==> config.mk <==
export PLATFORM = sky130hd
export DESIGN_NAME = updn_counter_multi
export DESIGN_NICKNAME = d
export VERILOG_FILES = /design/src/rtl/updn_counter_pkg.sv /design/src/rtl/updn_counter_chan.sv /design/src/rtl/updn_counter_multi.sv
export SDC_FILE = /design/constraint.sdc
export NUM_CORES = 1
export LEC_CHECK = 0
export CORE_UTILIZATION = 50
export CTS_BUF_LIST = sky130_fd_sc_hd__clkbuf_16
export DETAILED_ROUTE_END_ITERATION = 8
export GPL_TIMING_DRIVEN = 0
export PLACE_DENSITY = 0.76
export SLEW_MARGIN = 25
export SYNTH_ARGS = -nofsm -noshare
export SYNTH_HDL_FRONTEND = slang
export SYNTH_SLANG_ARGS = --single-unit
==> constraint.sdc <==
create_clock -name clk -period 3.2 [get_ports clk]
set_input_delay 0.48 -clock clk [delete_from_list [all_inputs] [get_ports clk]]
set_output_delay 0.48 -clock clk [all_outputs]
set_load 0.1 [all_outputs]
==> src/rtl/updn_counter_pkg.sv <==
// rtl/updn_counter_pkg.sv - shared types and defaults for the multi-channel up/down counter
// Purpose : mode enum and default geometry used by updn_counter_multi and updn_counter_chan.
// Contents: mode_e (WRAP=0, SAT=1), DEF_WIDTH, DEF_CHANNELS.
package updn_counter_pkg;

   typedef enum logic {
      WRAP = 1'b0,
      SAT  = 1'b1
   } mode_e;

   localparam int DEF_WIDTH    = 8;
   localparam int DEF_CHANNELS = 4;

endpackage

==> src/rtl/updn_counter_chan.sv <==
// rtl/updn_counter_chan.sv - one channel of the multi-channel up/down counter
// Purpose : bounded up/down counter (range 0..max_val) with wrap/saturate limits,
//           registered terminal-count pulses and optional sticky overflow flag.
// Ports   : clk, rst (sync, active-high)
//           en, up, down, load       - per-channel controls
//           load_val[WIDTH], max_val[WIDTH], sat_mode
//           count[WIDTH], tc_up, tc_dn - registered outputs
//           ovf_clr / ovf             - only when UPDN_COUNTER_STICKY_OVF_EN is defined
// Macro   : UPDN_COUNTER_STICKY_OVF_EN
module updn_counter_chan
   import updn_counter_pkg::*;
#(
   parameter int WIDTH = DEF_WIDTH
) (
   input  logic             clk,
   input  logic             rst,
   input  logic             en,
   input  logic             up,
   input  logic             down,
   input  logic             load,
   input  logic [WIDTH-1:0] load_val,
   input  logic [WIDTH-1:0] max_val,
   input  logic             sat_mode,
`ifdef UPDN_COUNTER_STICKY_OVF_EN
   input  logic             ovf_clr,
   output logic             ovf,
`endif
   output logic [WIDTH-1:0] count,
   output logic             tc_up,
   output logic             tc_dn
);

   localparam logic [WIDTH-1:0] ONE  = WIDTH'(1);
   localparam logic [WIDTH-1:0] ZERO = '0;

   logic [WIDTH-1:0] r_count;
   logic             r_tc_up;
   logic             r_tc_dn;

   logic [WIDTH-1:0] w_next;
   logic             w_ev_up;
   logic             w_ev_dn;
   mode_e            w_mode;

   assign w_mode = mode_e'(sat_mode);

   always_comb begin
      w_next  = r_count;
      w_ev_up = 1'b0;
      w_ev_dn = 1'b0;
      if (load) begin
         w_next = (load_val > max_val) ? max_val : load_val;
      end else if (en && (up ^ down)) begin
         if (up) begin
            // ">=" so a count stranded above a lowered max_val still hits the limit
            if (r_count >= max_val) begin
               w_next  = (w_mode == SAT) ? max_val : ZERO;
               w_ev_up = 1'b1;
            end else begin
               w_next = r_count + ONE;
            end
         end else begin
            if (r_count > max_val) begin
               // pull back into range after max_val was lowered; not a limit event
               w_next = max_val;
            end else if (r_count == ZERO) begin
               w_next  = (w_mode == SAT) ? ZERO : max_val;
               w_ev_dn = 1'b1;
            end else begin
               w_next = r_count - ONE;
            end
         end
      end
   end

   always_ff @(posedge clk) begin
      if (rst) begin
         r_count <= '0;
         r_tc_up <= 1'b0;
         r_tc_dn <= 1'b0;
      end else begin
         r_count <= w_next;
         r_tc_up <= w_ev_up;
         r_tc_dn <= w_ev_dn;
      end
   end

`ifdef UPDN_COUNTER_STICKY_OVF_EN
   logic r_ovf;

   // set has priority over clear so an event coinciding with clear is not lost
   always_ff @(posedge clk) begin
      if (rst) begin
         r_ovf <= 1'b0;
      end else if (w_ev_up || w_ev_dn) begin
         r_ovf <= 1'b1;
      end else if (ovf_clr) begin
         r_ovf <= 1'b0;
      end
   end

   assign ovf = r_ovf;
`endif

   assign count = r_count;
   assign tc_up = r_tc_up;
   assign tc_dn = r_tc_dn;

endmodule

==> src/rtl/updn_counter_multi.sv <==
// rtl/updn_counter_multi.sv - CHANNELS independent bounded up/down counters
// Purpose : instantiates one updn_counter_chan per channel and packs/unpacks the buses.
// Ports   : clk, rst (sync, active-high)
//           en/up/down/load[CHANNELS], load_val[CHANNELS*WIDTH] (ch i at [i*WIDTH +: WIDTH])
//           max_val[WIDTH], sat_mode (shared)
//           count[CHANNELS*WIDTH], tc_up[CHANNELS], tc_dn[CHANNELS]
//           ovf_clr/ovf[CHANNELS] - only when UPDN_COUNTER_STICKY_OVF_EN is defined
// Macro   : UPDN_COUNTER_STICKY_OVF_EN
module updn_counter_multi
   import updn_counter_pkg::*;
#(
   parameter int WIDTH    = DEF_WIDTH,
   parameter int CHANNELS = DEF_CHANNELS
) (
   input  logic                      clk,
   input  logic                      rst,
   input  logic [CHANNELS-1:0]       en,
   input  logic [CHANNELS-1:0]       up,
   input  logic [CHANNELS-1:0]       down,
   input  logic [CHANNELS-1:0]       load,
   input  logic [CHANNELS*WIDTH-1:0] load_val,
   input  logic [WIDTH-1:0]          max_val,
   input  logic                      sat_mode,
`ifdef UPDN_COUNTER_STICKY_OVF_EN
   input  logic [CHANNELS-1:0]       ovf_clr,
   output logic [CHANNELS-1:0]       ovf,
`endif
   output logic [CHANNELS*WIDTH-1:0] count,
   output logic [CHANNELS-1:0]       tc_up,
   output logic [CHANNELS-1:0]       tc_dn
);

   for (genvar g = 0; g < CHANNELS; g++) begin : g_chan
      updn_counter_chan #(
         .WIDTH (WIDTH)
      ) u_chan (
         .clk      (clk),
         .rst      (rst),
         .en       (en[g]),
         .up       (up[g]),
         .down     (down[g]),
         .load     (load[g]),
         .load_val (load_val[g*WIDTH +: WIDTH]),
         .max_val  (max_val),
         .sat_mode (sat_mode),
`ifdef UPDN_COUNTER_STICKY_OVF_EN
         .ovf_clr  (ovf_clr[g]),
         .ovf      (ovf[g]),
`endif
         .count    (count[g*WIDTH +: WIDTH]),
         .tc_up    (tc_up[g]),
         .tc_dn    (tc_dn[g])
      );
   end

endmodule

* Yosys cells after proc, flatten, opt, wreduce, memory -nomap -nowiden
Index checks and enable logic that the tools add are counted.
Operators by class: $add $sub $neg 8, $lt $le $gt $ge 12, muxes and demuxes 38, bitwise operators 12, reductions and logical operators 20
Operators by type and width (number):
- 2-to-1 mux 8 bit | 30
- greater-than comparator 8 bit | 8
- adder 8 x 1 -> 8 bit, second input constant | 4
- >= comparator 8 bit | 4
- zero test 8 bit | 4
- subtractor 8 x 1 -> 8 bit, second input constant | 4
- OR reduction 5 bit | 4
- OR reduction 4 bit | 4
- 2-to-1 mux 1 bit | 8
- NOT 1 bit | 8
- nonzero test 2 bit | 4
- logical AND 1 bit | 4
- bitwise XOR 1 bit | 4
Word-level totals: register bits after elaboration 40, input port bits 59, output and inout port bits 40, word-level logic and storage cells 102

* Depth between registers and ports, before layout
Gate-level depths: netlist (run 1).
depth in word-level cells 6, depth in mapped cells 11, gate-level depth less buffers 9

* By module
A second synthesis (run 1) with hierarchy kept.
Unflattened totals: cell total of the unflattened synthesis 852, area, all modules 6411.1 um^2
By module, submodules not included:
- updn_counter_chan | instances 4, cells each 213, area each 1602.8 um^2, seq. area each 200.2 um^2

* Worst setup path after synthesis (run 1)
No wires, ideal clock.
path kind register -> register, from register g_chan[0].u_chan.r_count[0], to register g_chan[0].u_chan.r_count[0], setup time 0.127 ns, arrival time 3.081 ns, required time 3.073 ns, path slack -0.008 ns, stages on the path, launching flop included 11, path buffers 2, period minus slack after synthesis 3.208 ns, path through dfxtp_1 clkbuf_1 inv_1 ha_1 nand4_1 or2_2 o21ai_0 clkbuf_1 o21ai_0 a221oi_1 o21ai_0
Between the ends: longest elaborated chain between the ends 6, elaborated cells on any way between the ends 11, classes of those cells add/sub: 2; order compare: 2; mux: 6; reduce/logical: 1
RTL lines:
- start: declaration | RTL line updn_counter_chan.sv:36 | logic [WIDTH-1:0] r_count;
- start signal: assignment | RTL line updn_counter_chan.sv:82 | r_count <= w_next;
- subtractor 8 x 1 -> 8 bit or zero test 8 bit (tied branches) | RTL line updn_counter_chan.sv:70, updn_counter_chan.sv:66
- 2-to-1 mux 8 bit | RTL line updn_counter_chan.sv:66 | end else if (r_count == ZERO) begin
- 2-to-1 mux 8 bit | RTL line updn_counter_chan.sv:63 | if (r_count > max_val) begin
- 2-to-1 mux 8 bit (*) | RTL line updn_counter_chan.sv:54 | if (up) begin
- 2-to-1 mux 8 bit (*) | RTL line updn_counter_chan.sv:53 | end else if (en && (up ^ down)) begin
- 2-to-1 mux 8 bit (*) | RTL line updn_counter_chan.sv:51 | if (load) begin
Every way passes the cells marked *; elsewhere a longest branch is shown, timed or not. The select of a mux whose other input is x is not followed. A chain may end at the register's enable or synchronous reset.

* Worst setup path in the final report (run 1)
from input port max_val[7], to register g_chan[3].u_chan.r_count[7]
Between the ends: longest elaborated chain between the ends 6, elaborated cells on any way between the ends 12, classes of those cells order compare: 3; mux: 9
RTL lines:
- start: declaration | RTL line updn_counter_multi.sv:22 | input logic [WIDTH-1:0] max_val,
- parallel branches: the longest is 5 deep, another holds greater-than comparator 8 bit
- 2-to-1 mux 8 bit (*) | RTL line updn_counter_chan.sv:51
- end signal: assignment | RTL line updn_counter_chan.sv:82
- end: declaration | RTL line updn_counter_chan.sv:36
Mark *: on every way between the ends. The select of a mux whose other input is x is not followed.

==> results.toml, run 1 <==
[clock_network]
cts_buffers = 5
cts_tree = "done"
insertion_delay_ps = 300
cts.htree.levels = 2
clockBufferDepth = 2
root_buffer = "clkbuf_16"
numClockSinks = 40
clk_pin_slew_ps = 60
cts_hold_buffers = 0

[routing]
wirelength_mm = 23.2
drt_iter0_markers = 661
via_per_inst = 6.75
via_count = 7074
wl_per_cell_um = 22.2
drtAntennaViolNets = 0
route.detailed.drc = 14
first_pass_iters = 8

[global_routing]
antenna_found_initial = 0
grt_overflow = 0
grt_pass1_vias = 6567
grt_pass1_wl_mm = 35.3
grt_start_max_net_pins = 11
track_usage_pct = 36.8

[synthesis]
ys_seq_area_share_pct = 13.4
yosysWarnings = 0
synth_edf_count = 0
async_reset_ff_share_pct = 0
synth_cell_types = 69
ys_ff_latch = 40
avgSynthCellArea_um2 = 7.57
syn_nets = 924
syn_inst = 789
synth_area_um2 = 5970
synth_ff_type = "dfxtp_1"

[setup_path]
max_stage_delay_ps = 600
arrival_ps = 3360
start_kind = "primary input"
cp-end-kind = "flip-flop"
path_class = "primary input to flip-flop"
reg2reg_depth = 11
cp_cell_sequence = "clkdlybuf4s50_1 > buf_8 > clkinvlp_4 > buf_4 > buf_4 > ha_1 > a21oi_1 > o21ai_1 > o22ai_4 > mux2_2 > o221ai_1 > o21ai_1"
critPathMaxFanout = 10
cp.required_ps = 3380
r2r_setup_slack_ps = 280
slowest_stage = "clkdlybuf4s50_1"

[layout]
multi_input_area_um2 = 4850
nFillCells = 1075
antenna_cells = 0
regArea_um2 = 802
final_net_count = 1042
area_growth_pct = 25.3
fin_util_pct = 65.0
drive_gt1_share_pct = 11.0

[worst_hold_path]
whs_path_depth = 3
hold_class = "primary input to flip-flop"

[floorplan]
start_util_pct = 51.8
core_area_um2 = 11500
rows = 39
die_h_um = 111
dieArea_um2 = 12400
io_pins = 99
die_w_um = 111

[sta]
timing.hold.ws_ps = 600
worst_pin_slew_ps = 988
drv_slew = 0
period_share_pct = 99.1
finalCriticalPeriod_ps = 3170
setup_viol = 0
tns_ps = 0
skew_ps = 3.48
final_hold_viol_count = 0
fmax_mhz = 315
relSlewSlack_pct = 33.9

[status]
failed_checks = "design-rule violations"
status = "finished with violations"

[power]
power.total_mw = 3.15
leakagePower_nw = 3.05
ir_worst_vdd_mv = 0.286
power_density_nw_per_um2 = 421

[placement]
place.gp.congestion = 0.958
dp_hpwl_mm = 16.6
io_buffers = 90

[flow_run]
drv_cap = 0
Yosys cell counts, drive strengths merged, types with 16 or more instances:
master,number,area share (%)
mux2i,46,7.7
ha,76,16
a21oi,62,5.2
buf,16,1.7
inv,35,2.2
nand4,20,2.1
nor3,22,1.8
dfxtp,40,13
o21ai,49,4.2
xor2,20,2.9
clkbuf,45,2.8
nand2,46,2.9
nor2b,16,1.7
nand3,24,2.0
nor2,57,3.6
flip-flops by register name, summed over array words and instances, names as in the netlist:
| signal | cells |
|---|---|
| g_chan.u_chan.count | 32 |
| g_chan.u_chan.tc_up | 4 |
| g_chan.u_chan.tc_dn | 4 |
where the power goes:
part / leakage (nW) / switching, mW / internal [mW]
clock network: 0.0616 / 0.233 / 0.277
registers: 0.331 / 0.0921 / 0.553
logic: 2.66 / 1.28 / 0.716
total: 3.05 / 1.60 / 1.55
per-stage QoR:
step,cells,setup slack (ps),instance area (um2)
after global placement,1022,-1280,7050
final,1048,27.9,7480
after global routing,1048,-0.593,7480
after CTS,1047,53.2,7410
after detailed placement,1022,-1230,7050
after floorplan,789,57.2,5970
what timing repair did:
item	4_1_cts	5_1_grt
setup endpoints to repair	38	28
pin swaps	2	6
resized for setup	29	23
hold endpoints to repair	0	0
buffers inserted	21	3
worst paths after layout:
path | from | endpoint
worst max-delay path | max_val[7] | g_chan[3].u_chan.count[7]
worst min-delay path | up[2] | g_chan[2].u_chan.count[7]
worst max register to register | g_chan[0].u_chan.count[0] | g_chan[0].u_chan.count[5]
worst min register to register | g_chan[3].u_chan.count[2] | g_chan[3].u_chan.tc_dn
layout make-up:
class	instances	share of cell area, %
inverters	35	2.11
repair buffers	114	14.4
clock buffers	5	1.67
well taps	143	2.39
multi-input cells	653	64.8
plain buffers	58	3.88
flip-flops and latches	40	10.7
placed cells by master, fill, tap and decap left out, types with 15 or more instances in the layout:
| cell | n |
|---|---|
| clkdlybuf4s50_1 | 89 |
| ha_1 | 76 |
| a21oi_1 | 61 |
| nor2_1 | 54 |
| nand2_1 | 46 |
| mux2i_1 | 46 |
| o21ai_0 | 40 |
| dfxtp_1 | 39 |
| clkbuf_1 | 35 |
| buf_4 | 33 |
| inv_1 | 28 |
| nand3_1 | 24 |
| nor3_1 | 22 |
| nand4_1 | 20 |
| xor2_1 | 20 |
| nor2b_1 | 16 |
| mux2_2 | 15 |
kinds of logic (layout without fill, tap and decap cells):
logic type	Yosys count	after routing	share of synthesized area [%]
muxes	61	61	10.5
xor gates and xnor gates	34	34	4.99
DFF	40	40	13.4
adders and majority gates	76	76	15.9
AOI/OAI and AO/OA	249	249	28.4
buffers and inverters	96	212	6.71
and+or+nand+nor	233	233	20.0
critical path, delay by kind of cell:
family	cells	cell delay, ps
adder cells (fa/ha/maj)	1	310
buffers and inverters	5	1250
AO/OA/AOI/OAI	5	900
multiplexers	1	400
layer usage:
metal / vias to the layer above / wire length [um] / share of wire [%] / global-route usage (%)
met2: 416 / 10700 / 46 / 61.3
li1: 3226 / - / - / -
met5: - / 0 / 0 / 0
met3: 80 / 2170 / 9.3 / 6.72
met1: 3352 / 9370 / 40 / 45.6
met4: 0 / 1010 / 4.3 / 17.6
Power figures use the tool's default switching activity.
==> run 2, diff against run 1 <==
--- a/config.mk
+++ b/config.mk
@@ -14,3 +14,4 @@
 export SYNTH_ARGS = -nofsm -noshare
 export SYNTH_HDL_FRONTEND = slang
 export SYNTH_SLANG_ARGS = --single-unit
+export TNS_END_PERCENT = 30
==> results.toml, run 2 (same netlist as run 1, synthesis figures left out) <==
[setup_path]
reg2reg_depth = 11
cp-end-kind = "flip-flop"
start_kind = "primary input"
path_class = "primary input to flip-flop"
r2r_setup_slack_ps = 300
regToRegEndpoint = "g_chan[0].u_chan.count[5]"
cp.required_ps = 3380
critPathMaxFanout = 10
arrival_ps = 3330
r2r_start = "g_chan[0].u_chan.count[0]"

[floorplan]
io_pins = 99
dieArea_um2 = 12400
start_util_pct = 51.8
core_area_um2 = 11500
rows = 39
die_w_um = 111
die_h_um = 111

[placement]
placed_area_um2 = 7050
io_buffers = 90
dp.cells = 1022
dp_hpwl_mm = 16.6
place.gp.congestion = 0.958
post-place-ws_ps = -1230

[layout]
fin_area_um2 = 7470
final_cell_mix = "89 x clkdlybuf4s50_1, 76 x ha_1, 61 x a21oi_1"
area_growth_pct = 25.1
antenna_cells = 0
largest_register_ffs = 32
drive_gt1_share_pct = 10.7
final_cells = 1046
final_net_count = 1040
regArea_um2 = 802
fin_util_pct = 64.9
nFillCells = 1077
final_common_cell = "clkdlybuf4s50_1"
multi_input_area_um2 = 4850

[routing]
route.detailed.drc = 14
via_per_inst = 6.71
wirelength_mm = 23.1
drtAntennaViolNets = 0
first_pass_iters = 7
wl_per_cell_um = 22.1
via_count = 7023
drt_iter0_markers = 598

[sta]
relSlewSlack_pct = 33.9
drv_slew = 0
worst_pin_slew_ps = 988
skew_ps = 1.06
tns_ps = 0
fmax_mhz = 317
final_hold_viol_count = 0
setup_viol = 0
rsz0062_at_grt = "true"
finalCriticalPeriod_ps = 3150
period_share_pct = 98.5
setup_slack_ps = 48.4
timing.hold.ws_ps = 605

[clock_network]
cts_hold_buffers = 0
insertion_delay_ps = 300
cts.htree.levels = 2
cts_tree = "done"
clk_pin_slew_ps = 60
cts_buffers = 5
root_buffer = "clkbuf_16"
clockBufferDepth = 2
numClockSinks = 40

[power]
ir_worst_vdd_mv = 0.286
leakagePower_nw = 3.04
pwr-share-seq_pct = 20.5
p_sw_mw = 1.60
swShare_pct = 50.9
combPwrFrac_pct = 63.2
power_density_nw_per_um2 = 421
p_int_mw = 1.54
clkPwrFrac_pct = 16.3
power.total_mw = 3.14

[global_routing]
grt_pass1_wl_mm = 35.3
track_usage_pct = 36.8
grt_overflow = 0
antenna_found_initial = 0
grt_start_max_net_pins = 11
grt_pass1_vias = 6569

[status]
failed_checks = "design-rule violations"
status = "finished with violations"

[worst_hold_path]
whs_path_depth = 3
min_to = "g_chan[2].u_chan.count[7]"
hold_class = "primary input to flip-flop"
min_from = "up[2]"

[flow_run]
drv_cap = 0
## run 2: final cells by class
class / instances / share of cell area [%]
Multi-Input combinational cell: 653 / 64.9
Timing Repair Buffer: 112 / 14.3
Sequential cell: 40 / 10.7
Buffer: 58 / 3.89
Tap cell: 143 / 2.40
Inverter: 35 / 2.11
Clock buffer: 5 / 1.68
## run 2: worst max-delay path by stage
stage	startpoint	to	depth (start not counted)
floorplan	g_chan[2].u_chan.count[0]	g_chan[2].u_chan.count[2]	10
global placement	max_val[7]	g_chan[0].u_chan.count[0]	11
detailed placement	max_val[7]	g_chan[0].u_chan.count[0]	11
CTS	max_val[7]	g_chan[0].u_chan.count[2]	11
global route	max_val[7]	g_chan[0].u_chan.count[3]	10
finish	max_val[7]	g_chan[3].u_chan.count[7]	12
## run 2: critical path, cell delays in order
cell	delay (ps)
clkdlybuf4s50_1	590
buf_8	190
clkinvlp_4	140
buf_4	180
buf_4	140
ha_1	310
a21oi_1	170
o21ai_1	130
o22ai_4	310
mux2_2	410
o221ai_1	180
o21ai_1	100
## run 2: power groups by stage
| stage | Sequential, mW | Clock (mW) | Combinational [mW] |
|---|---|---|---|
| after global routing | 0.651 | 0.526 | 2.12 |
| after CTS | 0.643 | 0.513 | 1.93 |
| after floorplan | 1.00 | 0 | 1.03 |
| after detailed placement | 0.653 | 0 | 1.88 |
| final | 0.645 | 0.511 | 1.99 |
| after global placement | 0.650 | 0 | 1.84 |
## run 2: what timing repair did
item	in CTS	in global routing
setup endpoints to repair	38	21
resized for setup	30	21
setup buffers	21	1
pin swaps	2	6
## run 2: per-layer routing
layer,GRT usage [%],vias to the layer above,routed length [um]
met5,0,-,0
met1,45.2,3312,9240
met4,18.6,0,1080
met3,7.22,82,2210
li1,-,3225,-
met2,60.8,404,10600
==> run 3, diff against run 2 <==
--- a/config.mk
+++ b/config.mk
@@ -9,9 +9,10 @@
 export CTS_BUF_LIST = sky130_fd_sc_hd__clkbuf_16
 export DETAILED_ROUTE_END_ITERATION = 8
 export GPL_TIMING_DRIVEN = 0
-export PLACE_DENSITY = 0.76
+export PLACE_DENSITY = 0.75
 export SLEW_MARGIN = 25
 export SYNTH_ARGS = -nofsm -noshare
 export SYNTH_HDL_FRONTEND = slang
+export SYNTH_HIERARCHICAL = 1
 export SYNTH_SLANG_ARGS = --single-unit
-export TNS_END_PERCENT = 30
+export TNS_END_PERCENT = 20
==> results.toml, run 3 <==
[status]
status = "finished, final reports clean"

[clock_network]
cts_buffers = 5
insertion_delay_ps = 300
numClockSinks = 40
root_buffer = "clkbuf_16"
clockBufferDepth = 2
clk_pin_slew_ps = 70
cts_tree = "done"
cts.htree.levels = 2

[sta]
final_hold_viol_count = 0
relSlewSlack_pct = 33.8
finalCriticalPeriod_ps = 3010
fmax_mhz = 332
skew_ps = 1.97
rsz0062_at_grt = "false"
setup_slack_ps = 188
setup_viol = 0
worst_pin_slew_ps = 989
timing.hold.ws_ps = 682
tns_ps = 0
period_share_pct = 94.1
drv_slew = 0

[synthesis]
async_reset_ff_share_pct = 0
ys_ff_latch = 40
synth.most_common_cell = "ha_1"
avgSynthCellArea_um2 = 7.52
ys_seq_area_share_pct = 12.5
synth_edf_count = 0
synth_area_leaders = "ha_1 15%, dfxtp_1 12%, a21oi_1 4.7%"
syn_nets = 987
synth_cell_types = 48
synth_area_um2 = 6410
syn_inst = 852
synth_common_cells = "76 x ha_1, 72 x nand2_1, 60 x a21oi_1"
yosysWarnings = 6
yosysTopAreaCell = "ha_1"
yosysTopAreaCellShare_pct = 14.8
synth_ff_type = "dfxtp_1"

[floorplan]
io_pins = 99
die_w_um = 115
dieArea_um2 = 13300
start_util_pct = 52.3
die_h_um = 115
rows = 40
core_area_um2 = 12300

[routing]
drtAntennaViolNets = 0
first_pass_iters = 5
via_per_inst = 6.47
route.detailed.drc = 0
drt_iter0_markers = 656
via_count = 7282
wirelength_mm = 20.8
wl_per_cell_um = 18.5

[layout]
fin_area_um2 = 7790
antenna_cells = 0
drive_gt1_share_pct = 8.99
final_cell_mix = "89 x clkdlybuf4s50_1, 76 x ha_1, 72 x nand2_1"
largest_register_ffs = 32
final_common_cell = "clkdlybuf4s50_1"
final_cells = 1125
area_growth_pct = 21.5
final_net_count = 1091

[global_routing]
grt_start_max_net_pins = 25
track_usage_pct = 32.2
grt_pass1_vias = 6664
grt_overflow = 0
antenna_found_initial = 0
grt_pass1_wl_mm = 33.9

[setup_path]
critPathMaxFanout = 16
start_kind = "primary input"
cp.required_ps = 3360
arrival_ps = 3170
cp-end-kind = "flip-flop"
path_class = "primary input to flip-flop"
r2r_setup_slack_ps = 690

[placement]
place.gp.congestion = 0.921
dp_hpwl_mm = 15.6
dp.cells = 1117
io_buffers = 97
placed_area_um2 = 7590
post-place-ws_ps = -661

[power]
leakagePower_nw = 3.02
ir_worst_vdd_mv = 0.339
power_density_nw_per_um2 = 420

[worst_hold_path]
hold_class = "flip-flop to flip-flop"

[flow_run]
drv_cap = 0
==> run 3: cell count changes after synthesis, moves of 21 or more <==
cell | previous run | this run
clkbuf_1 | 45 | 24
mux2i_1 | 46 | 24
nand2_1 | 46 | 72
o2111ai_1 | 1 | 32
o211ai_1 | 14 | 40
o21ai_0 | 46 | 20
==> run 3: cell type report <==
cell class | count | area (um2)
buffer | 44 | 225
clock buffer | 5 | 125
clock inverter | 3 | 38.8
fill | 1144 | 4470
inverter | 52 | 195
multi-input combinational | 716 | 5230
sequential | 40 | 801
tap | 168 | 210
timing repair buffer | 97 | 958
==> run 3: cells by family after synthesis <==
logic type	synth area share (%)
xor gates and xnor gates	4.37
buffers and inverters	6.56
and+or+nand+nor	24.2
AOI/OAI and AO/OA	32.4
DFF	12.5
adders and majority gates	14.8
muxes	5.15
==> run 3: timing repair <==
| action | 4_1_cts | 5_1_grt |
|---|---|---|
| setup buffers | 0 | 0 |
| hold buffers | 0 | 0 |
| setup endpoints to repair | 32 | 34 |
| gates resized for setup | 11 | 10 |
==> run 3: worst paths after layout <==
path                                  start                        end  depth (start not counted)
setup / recovery                 max_val[2]  g_chan[0].u_chan/count[1]                          9
hold reg to reg   g_chan[3].u_chan/count[1]  g_chan[3].u_chan/count[1]                          2
hold / removal    g_chan[3].u_chan/count[1]  g_chan[3].u_chan/count[1]                          2
setup reg to reg  g_chan[1].u_chan/count[0]  g_chan[1].u_chan/count[1]                          8
==> run 3: worst max-delay path: stages <==
cell and delay (ps):
clkdlybuf4s15_1 770, inv_1 170, ha_1 350, nand4_1 130
nor2_1 350, a211o_1 240, nand2_1 120, a221oi_1 410
a221oi_1 140
==> run 3: per-layer routing <==
layer	part of all wire [%]	vias up	track usage, %
met3	9.3	49	5.90
met5	0	-	0
met4	2.5	0	9.61
li1	-	3526	-
met2	44	386	51.5
met1	44	3321	43.9
==> run 3: stage by stage <==
| step | power (mW) | util, % |
|---|---|---|
| global placement | 2.61 | 61.9 |
| floorplan | 2.11 | - |
| finish | 3.27 | 63.5 |
| global route | 3.47 | 63.5 |
| detailed placement | 2.62 | 61.9 |
| CTS | 3.25 | 63.5 |
==> run 3: power breakdown <==
part | switching, mW | internal (mW) | total (mW) | leakage, nW
clock | 0.243 | 0.365 | 0.608 | 0.0850
sequential | 0.0953 | 0.559 | 0.655 | 0.330
combinational | 1.31 | 0.701 | 2.01 | 2.61
